`src/rtl/i3c_bus_condition_monitor.sv`:
```
`default_nettype none
// ============================================================================
//  Module   : i3c_bus_condition_monitor
//  Function : HDR Exit / HDR Restart / Target Reset pattern detection and
//             bus-free / bus-available / bus-idle interval timers.
//  Revision : 1.0 - initial release
// ============================================================================

package i3c_bus_pkg;
  typedef struct packed {
    logic stable_high;
    logic stable_low;
    logic pos_edge;
    logic neg_edge;
  } line_state_t;

  typedef struct packed {
    line_state_t scl;
    line_state_t sda;
    logic        start_det;
    logic        stop_det;
  } bus_state_t;
endpackage

module i3c_bus_condition_monitor
  import i3c_bus_pkg::*;
#(
  parameter int TimerW          = 20,
  parameter int HdrRestartFalls = 2,
  parameter int HdrExitFalls    = 4,
  parameter int TgtRstFalls     = 7,
  parameter int CntW            = 4
) (
  input  logic              clk_i,
  input  logic              rst_ni,
  input  logic              enable_i,
  input  bus_state_t        bus_i,
  input  logic              is_in_hdr_mode_i,
  input  logic [TimerW-1:0] t_free_i,
  input  logic [TimerW-1:0] t_avail_i,
  input  logic [TimerW-1:0] t_idle_i,
  output logic              hdr_restart_detect_o,
  output logic              hdr_exit_detect_o,
  output logic              target_reset_detect_o,
  output logic              bus_free_o,
  output logic              bus_available_o,
  output logic              bus_idle_o
);

  localparam logic [CntW-1:0]   C_FCNT_MAX = '1;
  localparam logic [CntW-1:0]   C_FCNT_ONE = CntW'(1);
  localparam logic [CntW-1:0]   C_RESTART  = CntW'(HdrRestartFalls);
  localparam logic [CntW-1:0]   C_EXIT     = CntW'(HdrExitFalls);
  localparam logic [CntW-1:0]   C_TGT_RST  = CntW'(TgtRstFalls);
  localparam logic [TimerW-1:0] C_TCNT_MAX = '1;
  localparam logic [TimerW-1:0] C_TCNT_ONE = TimerW'(1);

  typedef enum logic [1:0] {
    TR_IDLE   = 2'd0,
    TR_ARMED  = 2'd1,
    TR_WAIT_P = 2'd2
  } tr_state_e;

  tr_state_e         r_tr_state, w_tr_state_next;
  logic [CntW-1:0]   r_fcnt, w_fcnt_next;
  logic              r_exit_armed, w_exit_armed_next;
  logic [TimerW-1:0] r_tcnt, w_tcnt_next;
  logic              r_counting, w_counting_next;

  logic w_restart, w_exit, w_tgt_rst;
  logic w_free, w_avail, w_idle;

  logic w_scl_pe, w_scl_ne, w_start, w_stop, w_sda_fall, w_lines_quiet;

  assign w_scl_pe   = bus_i.scl.pos_edge;
  assign w_scl_ne   = bus_i.scl.neg_edge;
  assign w_start    = bus_i.start_det;
  assign w_stop     = bus_i.stop_det;
  assign w_sda_fall = bus_i.sda.neg_edge & bus_i.scl.stable_low;

  // Both lines must be steadily high with no edge of any kind.
  assign w_lines_quiet = bus_i.scl.stable_high & bus_i.sda.stable_high &
                         ~bus_i.scl.stable_low & ~bus_i.sda.stable_low &
                         ~bus_i.scl.pos_edge & ~bus_i.scl.neg_edge &
                         ~bus_i.sda.pos_edge & ~bus_i.sda.neg_edge;

  // Pattern counter, HDR detections and bus timer
  always_comb begin
    w_fcnt_next       = r_fcnt;
    w_exit_armed_next = r_exit_armed;
    w_tcnt_next       = r_tcnt;
    w_counting_next   = r_counting;
    w_restart         = 1'b0;
    w_exit            = 1'b0;

    if (enable_i) begin
      w_restart = is_in_hdr_mode_i & w_scl_pe & (r_fcnt == C_RESTART) &
                  bus_i.sda.stable_high;
      // The arming fall may land the cycle right before the STOP.
      w_exit = w_stop & ~w_start &
               (r_exit_armed | (is_in_hdr_mode_i & (r_fcnt >= C_EXIT)));

      if (w_scl_pe | w_start | w_stop) begin
        w_fcnt_next = '0;
      end else if (w_sda_fall && r_fcnt != C_FCNT_MAX) begin
        w_fcnt_next = r_fcnt + C_FCNT_ONE;
      end

      if (w_scl_pe | w_start | w_stop) begin
        w_exit_armed_next = 1'b0;
      end else if (is_in_hdr_mode_i && r_fcnt >= C_EXIT) begin
        w_exit_armed_next = 1'b1;
      end

      if (w_start) begin
        w_counting_next = 1'b0;
        w_tcnt_next     = '0;
      end else if (w_stop) begin
        w_counting_next = 1'b1;
        w_tcnt_next     = '0;
      end else if (!w_lines_quiet) begin
        w_counting_next = 1'b0;
        w_tcnt_next     = '0;
      end else if (r_counting && r_tcnt != C_TCNT_MAX) begin
        w_tcnt_next = r_tcnt + C_TCNT_ONE;
      end
    end else begin
      w_fcnt_next       = '0;
      w_exit_armed_next = 1'b0;
      w_tcnt_next       = '0;
      w_counting_next   = 1'b0;
    end
  end

  // Comparison uses next-state count so threshold 0 rises right after STOP.
  assign w_free  = w_counting_next & (w_tcnt_next >= t_free_i);
  assign w_avail = w_counting_next & (w_tcnt_next >= t_avail_i);
  assign w_idle  = w_counting_next & (w_tcnt_next >= t_idle_i);

  // Target Reset sequencer; reaching the fall count counts as armed at once.
  always_comb begin
    w_tr_state_next = r_tr_state;
    w_tgt_rst       = 1'b0;
    case (r_tr_state)
      TR_IDLE: begin
        if (r_fcnt >= C_TGT_RST) begin
          if (w_start) begin
            w_tr_state_next = TR_WAIT_P;
          end else if (!(w_stop | w_scl_ne)) begin
            w_tr_state_next = TR_ARMED;
          end
        end
      end
      TR_ARMED: begin
        if (w_start) begin
          w_tr_state_next = TR_WAIT_P;
        end else if (w_stop | w_scl_ne) begin
          w_tr_state_next = TR_IDLE;
        end
      end
      TR_WAIT_P: begin
        if (w_start) begin
          w_tr_state_next = TR_WAIT_P;
        end else if (w_stop) begin
          w_tr_state_next = TR_IDLE;
          w_tgt_rst       = 1'b1;
        end else if (w_scl_ne) begin
          w_tr_state_next = TR_IDLE;
        end
      end
      default: w_tr_state_next = TR_IDLE;
    endcase
    if (!enable_i) begin
      w_tr_state_next = TR_IDLE;
      w_tgt_rst       = 1'b0;
    end
  end

  always_ff @(posedge clk_i or negedge rst_ni) begin
    if (!rst_ni) begin
      r_tr_state            <= TR_IDLE;
      r_fcnt                <= '0;
      r_exit_armed          <= 1'b0;
      r_tcnt                <= '0;
      r_counting            <= 1'b0;
      hdr_restart_detect_o  <= 1'b0;
      hdr_exit_detect_o     <= 1'b0;
      target_reset_detect_o <= 1'b0;
      bus_free_o            <= 1'b0;
      bus_available_o       <= 1'b0;
      bus_idle_o            <= 1'b0;
    end else begin
      r_tr_state            <= w_tr_state_next;
      r_fcnt                <= w_fcnt_next;
      r_exit_armed          <= w_exit_armed_next;
      r_tcnt                <= w_tcnt_next;
      r_counting            <= w_counting_next;
      hdr_restart_detect_o  <= w_restart;
      hdr_exit_detect_o     <= w_exit;
      target_reset_detect_o <= w_tgt_rst;
      bus_free_o            <= w_free;
      bus_available_o       <= w_avail;
      bus_idle_o            <= w_idle;
    end
  end

endmodule
`default_nettype wire
```
`config.mk`:
```
export PLATFORM = sky130hd
export DESIGN_NAME = i3c_bus_condition_monitor
export DESIGN_NICKNAME = d
export VERILOG_FILES = /design/src/rtl/i3c_bus_condition_monitor.sv
export SDC_FILE = /design/constraint.sdc
export NUM_CORES = 1
export LEC_CHECK = 0
export CORE_UTILIZATION = 46
export DETAILED_ROUTE_END_ITERATION = 10
export PLACE_DENSITY = 0.78
export SLEW_MARGIN = 20
export SYNTH_ARGS = -nofsm -noshare
export SYNTH_HDL_FRONTEND = slang
export SYNTH_SLANG_ARGS = --single-unit
```
`constraint.sdc`:
```
create_clock -name clk_i -period 2.7 [get_ports clk_i]
set_input_delay 0.675 -clock clk_i [delete_from_list [all_inputs] [get_ports clk_i]]
set_output_delay 0.675 -clock clk_i [all_outputs]
set_load 0.02 [all_outputs]
```
==> results of run 1 <==
## through the flow
step	setup TNS, ns	hold slack, ns	utilization [%]	cells
floorplan	-0.521	0.379	-	394
global placement	-2.42	0.463	68.3	619
detailed placement	-2.75	0.465	68.3	619
CTS	-0.581	0.482	73.6	640
global route	-1.07	0.505	75.6	641
finish	-0.719	0.480	75.6	641
## registers in the layout (all words and copies together), names as in the netlist
signal / flops
r_counting: 1
hdr_restart_detect_o: 1
bus_free_o: 1
bus_available_o: 1
bus_idle_o: 1
r_tr_state: 2
r_exit_armed: 1
r_fcnt: 4
hdr_exit_detect_o: 1
r_tcnt: 20
target_reset_detect_o: 1
## Yosys cell counts (all sizes together), types with 4 or more instances
master   n
nor3     9
xor2     9
nand3   12
dfrtp   34
ha      67
clkbuf   4
nand2   28
a21oi   30
nor2    35
a21o     7
nand2b   6
xnor2    9
inv     66
a211oi   4
and4     5
o21ai   12
nor4     6
nand4   16
## timing repair
item | 4_1_cts | 5_1_grt
setup endpoints to repair | 3 | 4
resized for setup | 50 | 24
pin swaps | 29 | 19
cloned | 2 | 0
setup buffers | 12 | 4
## critical path: stages (launching register included)
cell and delay [ns]:
dfrtp_1 0.38, nand4_1 0.17, or4_4 0.57, o211ai_1 0.28, xor2_1 0.28, nor2_4 0.12, buf_6 0.13, ha_4 0.25
nand2_2 0.03, nor4_1 0.22, buf_4 0.16, a311oi_2 0.08, a31oi_1 0.20
## logic make-up after synthesis
family	Yosys count	share of synthesized area (%)
and+or+nand+nor	132	20.4
buffers and inverters	71	8.33
muxes	3	0.926
adders and majority gates	67	25.8
xor gates and xnor gates	18	4.86
AOI/OAI and AO/OA	69	13.4
DFF	34	26.2
## layout make-up
class                           count  area (um2)
Tap cell                           96         120
Clock inverter                      1        5.00
Timing Repair Buffer              148        1360
Sequential cell                    34         851
Clock buffer                        7        86.3
Fill cell                         460        1660
Inverter                           66         248
Multi-Input combinational cell    289        2470
## worst paths after layout
kind                                          startpoint                     endpoint  depth (start not counted)
worst min-delay path            r_exit_armed$_DFFE_PN0P_  hdr_exit_detect_o$_DFF_PN0_                          2
worst max register to register       r_tcnt[6]$_DFF_PN0_         bus_free_o$_DFF_PN0_                         12
min in group asynchronous                         rst_ni          r_tcnt[0]$_DFF_PN0_                          2
worst min register to register  r_exit_armed$_DFFE_PN0P_  hdr_exit_detect_o$_DFF_PN0_                          2
worst max-delay path                 r_tcnt[6]$_DFF_PN0_         bus_free_o$_DFF_PN0_                         12
max in group asynchronous                         rst_ni         bus_free_o$_DFF_PN0_                          2
## layer usage
layer / part of all wire, % / vias up / wire, um
li1: - / 1673 / -
met1: 41 / 1620 / 4210
met2: 51 / 102 / 5200
met3: 4.3 / 28 / 436
met4: 3.3 / 0 / 332
met5: 0 / - / 0
## power groups by stage
stage | logic (mW) | registers (mW) | clock network (mW)
floorplan | 0.122 | 0.540 | 0
finish | 0.306 | 0.532 | 0.408
detailed placement | 0.292 | 0.541 | 0
global placement | 0.280 | 0.540 | 0
CTS | 0.299 | 0.531 | 0.405
global route | 0.338 | 0.533 | 0.434
==> reports/metrics.cfg, run 1 <==
[cts]
clk_latency_ns=0.29
cts_buffers=5
hold_buffers=0
clk_pin_slew_ns=0.07
clock-sinks=34
clk_path_buf_depth=2
cts_tree=built
htree_num_levels=2
root_buffer=clkbuf_8

[pwr]
vdd_drop_max_v=0.000156
p_sw_share_pct=27.9
comb_power_share_pct=24.6
powerDensity_nw_per_um2=243
leakagePower_nw=2.51
pwr-share-seq_pct=42.7
total_power_mw=1.25
p_clk_share_pct=32.7
p_switching_mw=0.347
p_int_mw=0.899

[final_layout]
final_common_cell=clkdlybuf4s50_1
areaGrowthSynthToFinish_pct=58.3
num-nets-final=685
mostFrequentLayoutCells=69 x clkdlybuf4s50_1, 66 x inv_1, 65 x buf_4, 60 x ha_1, 34 x dfrtp_1
design_area_um2=5130
layout-drive-gt1-share_pct=24.4
diodes=0

[global_route]
grt_pass1_wl_um=16100
use_met1_pct=32.3
grt_start_max_net_pins=35
met2_usage_pct=51.9
grt_pass1_vias=3529
overflow=0
track_usage_pct=28.2
busiest_layer=met2
antenna_found_initial=0
use_met3_pct=4.33

[placed_design]
dp_hpwl_um=7450
preCtsSetupSlack_ns=-0.947
placed_cell_area_um2=4640
place_congestion=0.948
port-buffer-count=79

[synthesis]
yosysTopAreaCell=dfrtp_1
synth_flop_cell=dfrtp_1
synth-edff-count=0
async_reset_ff_share_pct=100
avgSynthCellArea_um2=8.23
yosysWarnings=0
syn_area_um2=3240
ys_seq_area_share_pct=26.2
ys_top_cells_by_area=dfrtp_1 26%, ha_1 26%, inv_1 7.6%
syn_inst=394
ys_types=43
yosys_register_bits=34
synth_top_area_share_pct=26.2
syn-num-nets=535

[floorplan]
die_h_um=86.0
core_um2=6790
start_util_pct=47.7
die_w_um=86.0
die_area_um2=7390
num_rows=30
ios=80

[timing]
timing.fmax_mhz=337
max_slew_margin_pct=69.2
hold_viol_final=0
finalCritPeriodShare_pct=110
fin_skew_ns=0.00717
slew_violations=0
fin_crit_ns=2.96
setup_slack_ns=-0.264
rsz0062_at_grt=true
setup_violations=3
worst_slew_pin_slew_ns=0.463

[route]
num_vias=3423
dr.pass1.iters=5
wl_per_cell_um=15.9
detail-route-antenna-nets=0
wirelength_um=10200
drc=0
drt-initial-drc-count=156
viasPerCell=5.34

[worst_setup_path]
crit_arrival_ns=3.17
r2r_slack_ns=-0.26
crit_type=register to register
cp_max_fo=5
start_kind=register
required_ns=2.90
critPathCaptureType=register

[min_path]
hold_path.class=register to register

[run]
max_cap_viol_count=0

[status]
status=finished with violations
violations=negative setup slack

Power figures use the tool's default switching activity.
==> inputs of run 2 (changes only) <==
--- a/config.mk
+++ b/config.mk
@@ -5,6 +5,7 @@
 export SDC_FILE = /design/constraint.sdc
 export NUM_CORES = 1
 export LEC_CHECK = 0
+export CORE_MARGIN = 2
 export CORE_UTILIZATION = 46
 export DETAILED_ROUTE_END_ITERATION = 10
 export PLACE_DENSITY = 0.78
==> run 2 against run 1 <==
  * The flow still finishes with violations (negative setup slack)
  * Critical path type unchanged
  * Clock skew is 0.0018 ns higher
  * Non-clock buffer count is 19 higher
  * Cell area increased by 5.5%
  * Critical path depth stayed put
  * Highest routed layer unchanged
==> reports/metrics.cfg, run 2 (synthesized netlist as in run 1, its figures left out) <==
[cts]
root_buffer=clkbuf_8
htree_num_levels=2
cts_tree=built
hold_buffers=0
cts_buffers=5
clock-sinks=34
clk_pin_slew_ns=0.08
clk_latency_ns=0.30
clk_path_buf_depth=2

[timing]
fin_skew_ns=0.00894
setup_slack_ns=-0.415
hold_viol_final=0
rsz0062_at_grt=true
setup_violations=3
slew_violations=0
fin_hold_ws_ns=0.494
finalCritPeriodShare_pct=115
tns_ns=-1.17
worst_slew_pin_slew_ns=0.437
timing.fmax_mhz=321
max_slew_margin_pct=70.8
fin_crit_ns=3.12

[floorplan]
core_um2=6790
die_w_um=88.0
ios=80
num_rows=30
die_area_um2=7740
die_h_um=88.0
start_util_pct=47.7

[worst_setup_path]
critPathMaxStageDelay_ns=0.40
r2r_slack_ns=-0.42
critPathSlowestCell=nor4_4
r2r-end=bus_idle_o$_DFF_PN0_
crit-reg2reg-launch=r_tcnt[5]$_DFF_PN0_
setup.worst_path.end=bus_idle_o$_DFF_PN0_
crit_type=register to register
path_buf_inv=2
crit_arrival_ns=3.33
cp_max_fo=4
cp-startpoint=r_tcnt[5]$_DFF_PN0_
worstRegToRegCells=12
crit_cells=12
start_kind=register
crit_chain=nand4_1 -> buf_4 -> or3_4 -> buf_6 -> nor4_4 -> o211a_1 -> nor3_4 -> ha_1 -> nand4_1 -> nor4_4 -> a311oi_2 -> a21oi_1
required_ns=2.91
cp_top_family=simple AND/OR/NAND/NOR gates
critPathCaptureType=register

[pwr]
powerDensity_nw_per_um2=265
vdd_drop_max_v=0.000299
leakagePower_nw=2.62

[final_layout]
mostFrequentLayoutCells=81 x buf_4, 71 x clkdlybuf4s50_1, 65 x inv_1, 56 x ha_1, 34 x dfrtp_1
n_fill_cell=429
instances_no_fill=660
largest_reg_flops=20
num-nets-final=704
regMostFlops=r_tcnt
areaGrowthSynthToFinish_pct=67.0
top_regs=r_tcnt (20), r_fcnt (4), r_tr_state (2)
final_core_util_pct=79.7
layout-drive-gt1-share_pct=29.1
seq_area_um2=851
multi_input_area_um2=2590
diodes=0
final_common_cell=buf_4

[route]
num_vias=3554
drt-initial-drc-count=244
dr.pass1.iters=5
detail-route-antenna-nets=0
wirelength_um=10800
wl_per_cell_um=16.3
viasPerCell=5.38
drc=0

[global_route]
track_usage_pct=27.8
grt_pass1_wl_um=16700
grt_pass1_vias=3661
antenna_found_initial=0
overflow=0
grt_start_max_net_pins=35

[placed_design]
port-buffer-count=79
place_congestion=0.898
dp_hpwl_um=7730
dp_cells=628

[status]
violations=negative setup slack
status=finished with violations

[min_path]
hold_path.class=register to register

[run]
max_cap_viol_count=0

run 2: cell count changes in the layout (fill, tap and decap cells not counted), sizes merged:
cell	delta
buf	+20
clkbuf	-3
bufinv	+2
clkdlybuf4s50	+2
dlygate4sd2	-2
bufbuf	-1
clkdlybuf4s15	+1
run 2: worst register-to-register path: stages, from the launching register on:
cell      delay (ns)
dfrtp_1         0.38
nand4_1         0.21
buf_4           0.21
or3_4           0.37
buf_6           0.13
nor4_4          0.18
o211a_1         0.25
nor3_4          0.07
ha_1            0.29
nand4_1         0.21
nor4_4          0.41
a311oi_2        0.16
a21oi_1         0.18
run 2: layer usage:
layer / GRT usage [%] / up-vias / wire (um)
met5: 0 / - / 0
met4: 9.37 / 0 / 364
met3: 3.39 / 37 / 473
met2: 50.6 / 127 / 5600
met1: 33.8 / 1677 / 4330
li1: - / 1713 / -
run 2: per-stage QoR:
| step | cell area [um2] | setup slack (ns) | power [mW] |
|---|---|---|---|
| floorplan | 3350 | -0.206 | 0.662 |
| global placement | 4710 | -0.879 | 0.819 |
| detailed placement | 4710 | -0.976 | 0.834 |
| CTS | 5320 | -0.370 | 1.42 |
| global route | 5420 | -0.520 | 1.49 |
| finish | 5420 | -0.415 | 1.43 |
run 2: power breakdown:
group	internal, mW	leakage, nW	switching (mW)
Sequential	0.520	0.473	0.0106
Combinational	0.177	2.07	0.140
Clock	0.370	0.0683	0.215
Total	1.07	2.62	0.366
run 2: worst min path at each step:
stage,to,cells past startpoint,startpoint,slack [ns]
2_1_floorplan,bus_available_o$_DFF_PN0_,0,rst_ni,0.38
3_3_place_gp,hdr_exit_detect_o$_DFF_PN0_,2,r_exit_armed$_DFFE_PN0P_,0.47
3_5_place_dp,hdr_exit_detect_o$_DFF_PN0_,2,r_exit_armed$_DFFE_PN0P_,0.48
4_1_cts,hdr_exit_detect_o$_DFF_PN0_,2,r_exit_armed$_DFFE_PN0P_,0.50
5_1_grt,hdr_exit_detect_o$_DFF_PN0_,2,r_exit_armed$_DFFE_PN0P_,0.52
6_report,hdr_exit_detect_o$_DFF_PN0_,2,r_exit_armed$_DFFE_PN0P_,0.49
run 2: what timing repair did:
action,4_1_cts,5_1_grt
gates resized for setup,75,13
gates cloned,0,0
setup buffers,23,3
pin swaps,37,10
setup endpoints to repair,3,4
run 2: final cells by class:
| class | count | share of cell area (%) |
|---|---|---|
| Timing Repair Buffer | 167 | 27.1 |
| Multi-Input combinational cell | 289 | 47.9 |
| Clock inverter | 3 | 1.27 |
| Sequential cell | 34 | 15.7 |
| Inverter | 66 | 4.57 |
| Tap cell | 96 | 2.22 |
| Clock buffer | 5 | 1.27 |
